File: src/rtl/alu_pkg.sv
// alu_pkg: opcode and sequencer state encodings shared by the ALU arbiter slice.
package alu_pkg;
   localparam logic [3:0] OP_ADD = 4'd0;
   localparam logic [3:0] OP_SUB = 4'd1;
   localparam logic [3:0] OP_AND = 4'd2;
   localparam logic [3:0] OP_OR  = 4'd3;
   localparam logic [3:0] OP_XOR = 4'd4;
   localparam logic [3:0] OP_NOT = 4'd5;
   localparam logic [3:0] OP_EQ  = 4'd6;
   localparam logic [3:0] OP_LT  = 4'd7;
   localparam logic [3:0] OP_GT  = 4'd8;
   localparam logic [3:0] OP_MAX = 4'd8;
   localparam logic [1:0] ST_IDLE = 2'd0;
   localparam logic [1:0] ST_EXEC = 2'd1;
   localparam logic [1:0] ST_RESP = 2'd2;
endpackage

File: src/rtl/alu_32bit.sv
// alu_32bit: combinational 32-bit ALU with zero, signed-overflow and illegal-opcode flags.
module alu_32bit #(
   parameter logic [3:0] OP_MAX = 4'd8
) (
   input  logic [31:0] a,
   input  logic [31:0] b,
   input  logic [3:0]  op,
   output logic [31:0] result,
   output logic        zero,
   output logic        overflow,
   output logic        illegal
);
   import alu_pkg::*;
   logic [31:0] r;
   always_comb begin
      r = '0;
      case (op)
         OP_ADD:  r = a + b;
         OP_SUB:  r = a - b;
         OP_AND:  r = a & b;
         OP_OR:   r = a | b;
         OP_XOR:  r = a ^ b;
         OP_NOT:  r = ~a;
         OP_EQ:   r = {31'd0, a == b};
         OP_LT:   r = {31'd0, a < b};
         OP_GT:   r = {31'd0, a > b};
         default: r = '0;
      endcase
   end
   assign illegal  = op > OP_MAX;
   assign result   = illegal ? '0 : r;
   assign zero     = result == '0;
   assign overflow = !illegal && (
                     (op == OP_ADD && a[31] == b[31] && result[31] != a[31]) ||
                     (op == OP_SUB && a[31] != b[31] && result[31] != a[31]));
endmodule

File: src/rtl/alu_arb_ctrl.sv
// alu_arb_ctrl: two-port valid/ready arbiter sequencing operations through one shared alu_32bit.
// Each operation walks IDLE -> EXEC -> RESP; operands and results are registered.
module alu_arb_ctrl #(
   parameter bit         RR_EN  = 1'b1,
   parameter logic [3:0] OP_MAX = 4'd8
) (
   input  logic        clk,
   input  logic        rst_n,
   input  logic        req0_valid,
   input  logic        req1_valid,
   output logic        req0_ready,
   output logic        req1_ready,
   input  logic [31:0] req0_a,
   input  logic [31:0] req1_a,
   input  logic [31:0] req0_b,
   input  logic [31:0] req1_b,
   input  logic [3:0]  req0_op,
   input  logic [3:0]  req1_op,
   output logic        rsp0_valid,
   output logic        rsp1_valid,
   input  logic        rsp0_ready,
   input  logic        rsp1_ready,
   output logic [31:0] rsp_result,
   output logic        rsp_zero,
   output logic        rsp_overflow,
   output logic        rsp_illegal,
   output logic        busy
);
   import alu_pkg::*;
   logic [1:0]  state;
   logic        rr_ptr;
   logic        grant_id;
   logic [31:0] a_q;
   logic [31:0] b_q;
   logic [3:0]  op_q;
   logic        gnt;
   logic        idle;
   logic [31:0] alu_r;
   logic        alu_z;
   logic        alu_v;
   logic        alu_i;
   assign idle = state == ST_IDLE;
   // gnt names the winning port; only meaningful when at least one valid is high
   assign gnt        = (req0_valid && req1_valid) ? (RR_EN ? rr_ptr : 1'b0) : req1_valid;
   assign req0_ready = idle && req0_valid && !gnt;
   assign req1_ready = idle && req1_valid && gnt;
   assign rsp0_valid = state == ST_RESP && !grant_id;
   assign rsp1_valid = state == ST_RESP && grant_id;
   assign busy       = !idle;
   alu_32bit #(.OP_MAX(OP_MAX)) u_alu (
      .a        (a_q),
      .b        (b_q),
      .op       (op_q),
      .result   (alu_r),
      .zero     (alu_z),
      .overflow (alu_v),
      .illegal  (alu_i)
   );
   always_ff @(posedge clk or negedge rst_n) begin
      if (!rst_n) begin
         state        <= ST_IDLE;
         rr_ptr       <= 1'b0;
         grant_id     <= 1'b0;
         a_q          <= '0;
         b_q          <= '0;
         op_q         <= '0;
         rsp_result   <= '0;
         rsp_zero     <= 1'b0;
         rsp_overflow <= 1'b0;
         rsp_illegal  <= 1'b0;
      end else begin
         case (state)
            ST_IDLE: if (req0_ready || req1_ready) begin
               a_q      <= gnt ? req1_a : req0_a;
               b_q      <= gnt ? req1_b : req0_b;
               op_q     <= gnt ? req1_op : req0_op;
               grant_id <= gnt;
               if (RR_EN) rr_ptr <= ~gnt;
               state    <= ST_EXEC;
            end
            ST_EXEC: begin
               rsp_result   <= alu_r;
               rsp_zero     <= alu_z;
               rsp_overflow <= alu_v;
               rsp_illegal  <= alu_i;
               state        <= ST_RESP;
            end
            ST_RESP: if (grant_id ? rsp1_ready : rsp0_ready) state <= ST_IDLE;
            default: state <= ST_IDLE;
         endcase
      end
   end
endmodule

File: config.mk
export PLATFORM = sky130hd
export DESIGN_NAME = alu_arb_ctrl
export DESIGN_NICKNAME = d
export VERILOG_FILES = /design/src/rtl/alu_pkg.sv /design/src/rtl/alu_32bit.sv /design/src/rtl/alu_arb_ctrl.sv
export SDC_FILE = /design/constraint.sdc
export NUM_CORES = 1
export LEC_CHECK = 0
export BUFFER_PORTS_ARGS = -buffer_cell sky130_fd_sc_hd__buf_2
export CAP_MARGIN = 20
export CORE_MARGIN = 1
export CORE_UTILIZATION = 35
export DETAILED_ROUTE_END_ITERATION = 6
export GPL_TIMING_DRIVEN = 0
export SYNTH_ARGS = -nofsm -noshare
export SYNTH_HDL_FRONTEND = slang
export SYNTH_SLANG_ARGS = --single-unit
File: constraint.sdc
create_clock -name clk -period 4 [get_ports clk]
set_input_delay 0.8 -clock clk [delete_from_list [all_inputs] [get_ports clk]]
set_output_delay 0.8 -clock clk [all_outputs]
set_load 0.01 [all_outputs]
Yosys cells after proc, flatten, opt, wreduce, memory -nomap -nowiden

Index checks and enable logic that the tools add are counted.
Widths: inputs -> output; s select.

Add/subtract/negate cells: 2
$lt $le $gt $ge: 3
Eq/ne operators: 16
Multiplexer cells: 10
Bitwise logic cells: 5
Reduce and logical (&&, ||, !) cells: 23

Operators with widths:

| kind               | count |
|---|---|
| $pmux 32 s9        | 1 |
| $mux 32            | 3 |
| $add 32x32->32     | 1 |
| $and 32x32->32     | 1 |
| $eq 32x32->1       | 1 |
| $gt 32x32->1       | 1 |
| $logic_not 32->1   | 1 |
| $lt 32x32->1       | 1 |
| $not 32->32        | 1 |
| $or 32x32->32      | 1 |
| $sub 32x32->32     | 1 |
| $xor 32x32->32     | 1 |
| $eq 4x3->1 const B | 4 |
| $logic_and 1x1->1  | 12 |
| $eq 4x2->1 const B | 2 |
| $pmux 2 s3         | 1 |
| $eq 4x1->1 const B | 1 |
| $eq 4x4->1 const B | 1 |
| $gt 4x4->1 const B | 1 |
| $logic_not 1->1    | 4 |
| $logic_not 4->1    | 1 |
| $mux 2             | 2 |
| $mux 4             | 1 |
| $ne 2x1->1 const B | 2 |
| 9 further kinds    | 13 |

Register bits after elaboration: 107
Input bits: 142
Logic and storage cells: 69

Depth between registers and ports, before layout

Word-level depth: 7
Mapped depth: 14
Gate-level depth less buffers: 14

Hierarchy

A second synthesis with hierarchy kept.

Cell total of the unflattened synthesis: 1251
Area total of the unflattened synthesis: 10542.6 sq um

By module, submodules not included:

| module       | times used | cells each | area each (sq um) | seq. area each (sq um) |
|---|---|---|---|---|
| alu_32bit    | 1          | 917        | 5977.0            | 0.0 |
| alu_arb_ctrl | 1          | 334        | 4565.6            | 2677.6 |

Worst setup path after synthesis

No wires, ideal clock.

Kind: reg2reg
Start: register a_q[0]
End: register rsp_zero
Library setup time: 0.076 ns
Arrival time: 3.067 ns
Data required time: 3.924 ns
Path slack: 0.856 ns
Stages on the path, launching flop included: 14
Path buffers: 0
Clock period less this slack: 3.144 ns
Path through: dfrtp_1 -> ha_1 -> fa_1 -> a21oi_2 -> nor3_1 -> o211ai_2 -> a41oi_2 -> a311oi_4 -> nor3_1 -> a311oi_1 -> o2111ai_1 -> nor4_1 -> nand4_1 -> o21ai_1

Longest elaborated chain between the ends: 4

Ends and longest elaborated chain:

| item                                         | RTL line           | RTL |
|---|---|---|
| start, declared                              | alu_arb_ctrl.sv:33 | `logic [31:0] a_q;` |
| start signal, assigned                       | alu_arb_ctrl.sv:74 | `a_q <= gnt ? req1_a : req0_a;` |
| $sub 32x32->32, or another cell as far along | alu_32bit.sv:19    | `OP_SUB: r = a - b;` |
| $pmux 32 s9 *                                | alu_32bit.sv:17    | `case (op)` |
| $mux 32 *                                    | alu_32bit.sv:31    | `assign result = illegal ? '0 : r;` |
| $logic_not 32->1 *                           | alu_32bit.sv:32    | `assign zero = result == '0;` |
| end signal, assigned                         | alu_arb_ctrl.sv:83 | `rsp_zero <= alu_z;` |
| end, declared                                | alu_arb_ctrl.sv:24 | `output logic rsp_zero,` |

Mark *: on every way between the ends. The rest lies on a longest branch, timed or not.
A chain may end at the register's enable or synchronous reset.

Worst setup path in the final report

Start: register a_q[7]
End: register rsp_zero

Same word-level chain as after synthesis.

==> run_results.csv <==
group,metric,value,unit
sta,fmax,259,MHz
setup_path,setup.worst_path.start_class,"flip-flop",
cts,cts.hold.buffers_added,0,
logic_synthesis,synthFlopType,"sky130_fd_sc_hd__dfrtp_1",
grt,grt_remaining_overflow,0,
cts,cts.htree.levels,3,
sta,period_share,0.965,
sta,finClkSkew,0.00988,ns
run_status,run_status,"finished with violations",
detailed_routing,detailroute.via_count,11000,
setup_path,regToRegStartpoint,"a_q[7]",
sta,tightest_slew,0.900,ns
grt,grt_antenna_before_repair,0,
sta,report.final.slew_viol_count,0,
logic_synthesis,synth_edf_count,0,
cts,worstSkewPairLatency,0.37,ns
setup_path,cp_max_fanout,10,
floorplanning,die_area,29700,um2
setup_path,reg2reg_setup_slack,0.14,ns
sta,slew-limit-headroom,0.392,
place,placed_area,11600,um2
sta,final.hold.worst_slack,0.451,ns
logic_synthesis,syn-cell-area,10200,um2
logic_synthesis,fraction_of_synthesis_flops_using_an_asynchronous_set_or_reset_pin,1.00,
final_layout,final_instance_area,12000,um2
logic_synthesis,yosysUniqueCellTypes,92,
grt,vias_in_the_first_global_route,10200,
final_layout,drive_gt1_frac,0.204,
place,post-dp-hpwl,32.9,mm
logic_synthesis,syn-instance-count,1269,
logic_synthesis,postSynthAreaPerCell,8.01,um2
setup_path,r2r.worst_path.cells,15,
cts,tritoncts_sinks,107,
setup_path,critical_path.endpoint_type,"flip-flop",
sta,setup_viol,0,
cts,tritoncts_clock_tree,"built",
grt,global_route_wire_length_before_repair,61.8,mm
logic_synthesis,syn-num-nets,1509,
cts,max-clock-path-buffers,2,
logic_synthesis,synthDominantCellAreaShare,0.264,
logic_synthesis,synth.ff_latch_count,107,
min_path,hold_class,"input port to asynchronous set/reset pin",
floorplanning,boundaryPins,182,
floorplanning,fp.dieW,172,um
run_status,failed_checks,"design-rule violations",
final_layout,most_frequent_cells_in_the_layout,"204 x sky130_fd_sc_hd__buf_2, 167 x sky130_fd_sc_hd__inv_1, 105 x sky130_fd_sc_hd__dfrtp_1",
floorplanning,die_height,172,um
detailed_routing,antenna_violating_nets_post_route,0,
detailed_routing,detail_route.drc_violations,1,
setup_path,crit_path_max_incr_delay,0.57,ns
logic_synthesis,ys_top_cells_by_area,"sky130_fd_sc_hd__dfrtp_1 26%, sky130_fd_sc_hd__ha_1 12%, sky130_fd_sc_hd__a222oi_1 6.7%",
place,place.gp.congestion,0.972,
floorplanning,start_util,0.355,
sta,final-hold-violation-count,0,
detailed_routing,detail_route.wl_per_cell,22.1,um
setup_path,critical_path.cell_chain,"inv_1 > ha_1 > buf_6 > nor2_2 > nand3_1 > a2111oi_4 > nor4_4 > o31ai_4 > a31oi_2 > o41ai_2 > o21ai_1 > a221oi_2 > buf_4 > nand4_1 > o21ai_1",
detailed_routing,drt_wl_total,40.9,mm
place,buffer_ports.inserted,181,
floorplanning,number_of_core_rows,62,
detailed_routing,starting_drt_drc_count,1356,
setup_path,critical-path-top-cell-by-count,"sky130_fd_sc_hd__o21ai_1",
detailed_routing,detail_routed_via_count_per_cell,5.95,
cts,clock_pin_slew_of_the_registers_on_the_worst_case_setup_and_hold_paths,0.07,ns
sta,layout_min_cycle_time,3.86,ns
final_layout,num-nets-final,1706,
detailed_routing,firstDrtPassIters,7,
setup_path,startpoint,"a_q[7]",
cts,cts-buffers-inserted,9,
final_layout,area_growth,18.6,%
logic_synthesis,share_of_the_yosys_chip_area_belonging_to_registers,0.264,
setup_path,timing.critical_path.arrival,4.16,ns
logic_synthesis,yosys_warnings,0,
run,max_cap_violations,0,
grt,global_route_usage_sum,0.279,
final_layout,antenna_cells,0,
final_layout,final_common_cell,"sky130_fd_sc_hd__buf_2",
setup_path,worst-endpoint-required,4.30,ns
grt,grt_max_degree,56,
setup_path,worst_path_max_delay_cell,"sky130_fd_sc_hd__a2111oi_4",
cts,clock-root-buffer,"sky130_fd_sc_hd__clkbuf_16",
floorplanning,core-area,28600,um2
logic_synthesis,yosysTopAreaCell,"sky130_fd_sc_hd__dfrtp_1",
setup_path,path_class,"flip-flop to flip-flop",
## stage by stage
| step | instances | utilization | TNS [ns] | worst slack, ns |
|---|---|---|---|---|
| after detailed placement | 1837 | 0.405 | -0.390 | -0.363 |
| after global routing | 1853 | 0.421 | -0.00214 | -0.00214 |
| after CTS | 1850 | 0.416 | 0 | 0.0130 |
| after floorplan | 1269 | - | 0 | 0.856 |
| final | 1853 | 0.421 | 0 | 0.140 |
| after global placement | 1834 | 0.403 | -2.91 | -0.505 |
## Yosys cell counts, drive strengths merged (6+ instances only)
cell type and n:
o22ai 18, nand2b 7, a211oi 20, nor4 15, o21bai 13, o211ai 12, nand4 17, inv 170
and2 9, clkbuf 54, a311oi 6, buf 30, nor2b 17, mux2 11, a21o 15, nand2 101
ha 96, a31oi 14, nor3 30, nor2 91, o21ai 69, a221oi 11, and3 9, nand3 27
a21oi 102, o31ai 15, o221ai 15, dfrtp 107, a222oi 68
## final timing paths
path,end
setup / recovery,rsp_zero
hold / removal,b_q[30]
setup reg to reg,rsp_zero
hold reg to reg,rsp_result[29]
max in group asynchronous,b_q[1]
min in group clk,rsp_result[29]
## critical path: cells and delay by family, from the launching register on
kind	cells	cell delay [ns]
compound gates	7	2.01
simple gates	4	0.62
flops	1	0.43
buf+inv	3	0.41
fa+ha+maj	1	0.34
## area by class of cell
class	instances	area, um2
sequential	107	2680
multi-input combinational	907	6590
buffer	82	378
clock buffer	10	229
clock inverter	4	76.3
tap	384	480
inverter	171	642
timing repair buffer	188	978
fill	2998	16600
## layer usage
metal | vias to the layer above | track usage | wire, um
met4 | 0 | 0.0854 | 1020
met1 | 5302 | 0.408 | 19000
li1 | 5103 | - | -
met5 | - | 0 | 0
met3 | 57 | 0.0577 | 3960
met2 | 559 | 0.404 | 16900
## state kept, by name (all words and copies together) (netlist names)
name,cells
op_q,4
rsp_illegal,1
rr_ptr,1
rsp_result,32
b_q,32
rsp_overflow,1
state,2
grant_id,1
a_q,32
rsp_zero,1
## cell families (layout without fill, tap and decap cells)
family / after synthesis / after routing / synth area share
xor+xnor: 4 / 4 / 0.00345
flops: 107 / 107 / 0.264
buf+inv: 255 / 455 / 0.100
compound gates: 448 / 448 / 0.330
mux: 14 / 14 / 0.0151
simple gates: 343 / 343 / 0.165
fa+ha+maj: 98 / 98 / 0.122
## what timing repair did
action | CTS | global route
pin swaps | 0 | 7
hold endpoints to repair | 0 | 0
resized for setup | 3 | 28
setup buffers | 0 | 4
setup endpoints to repair | 2 | 5
cloned | 0 | 0
Power is left out: the tool's default activity adds up to more than one toggle a clock period on the data nets, which glitch-free logic cannot reach.
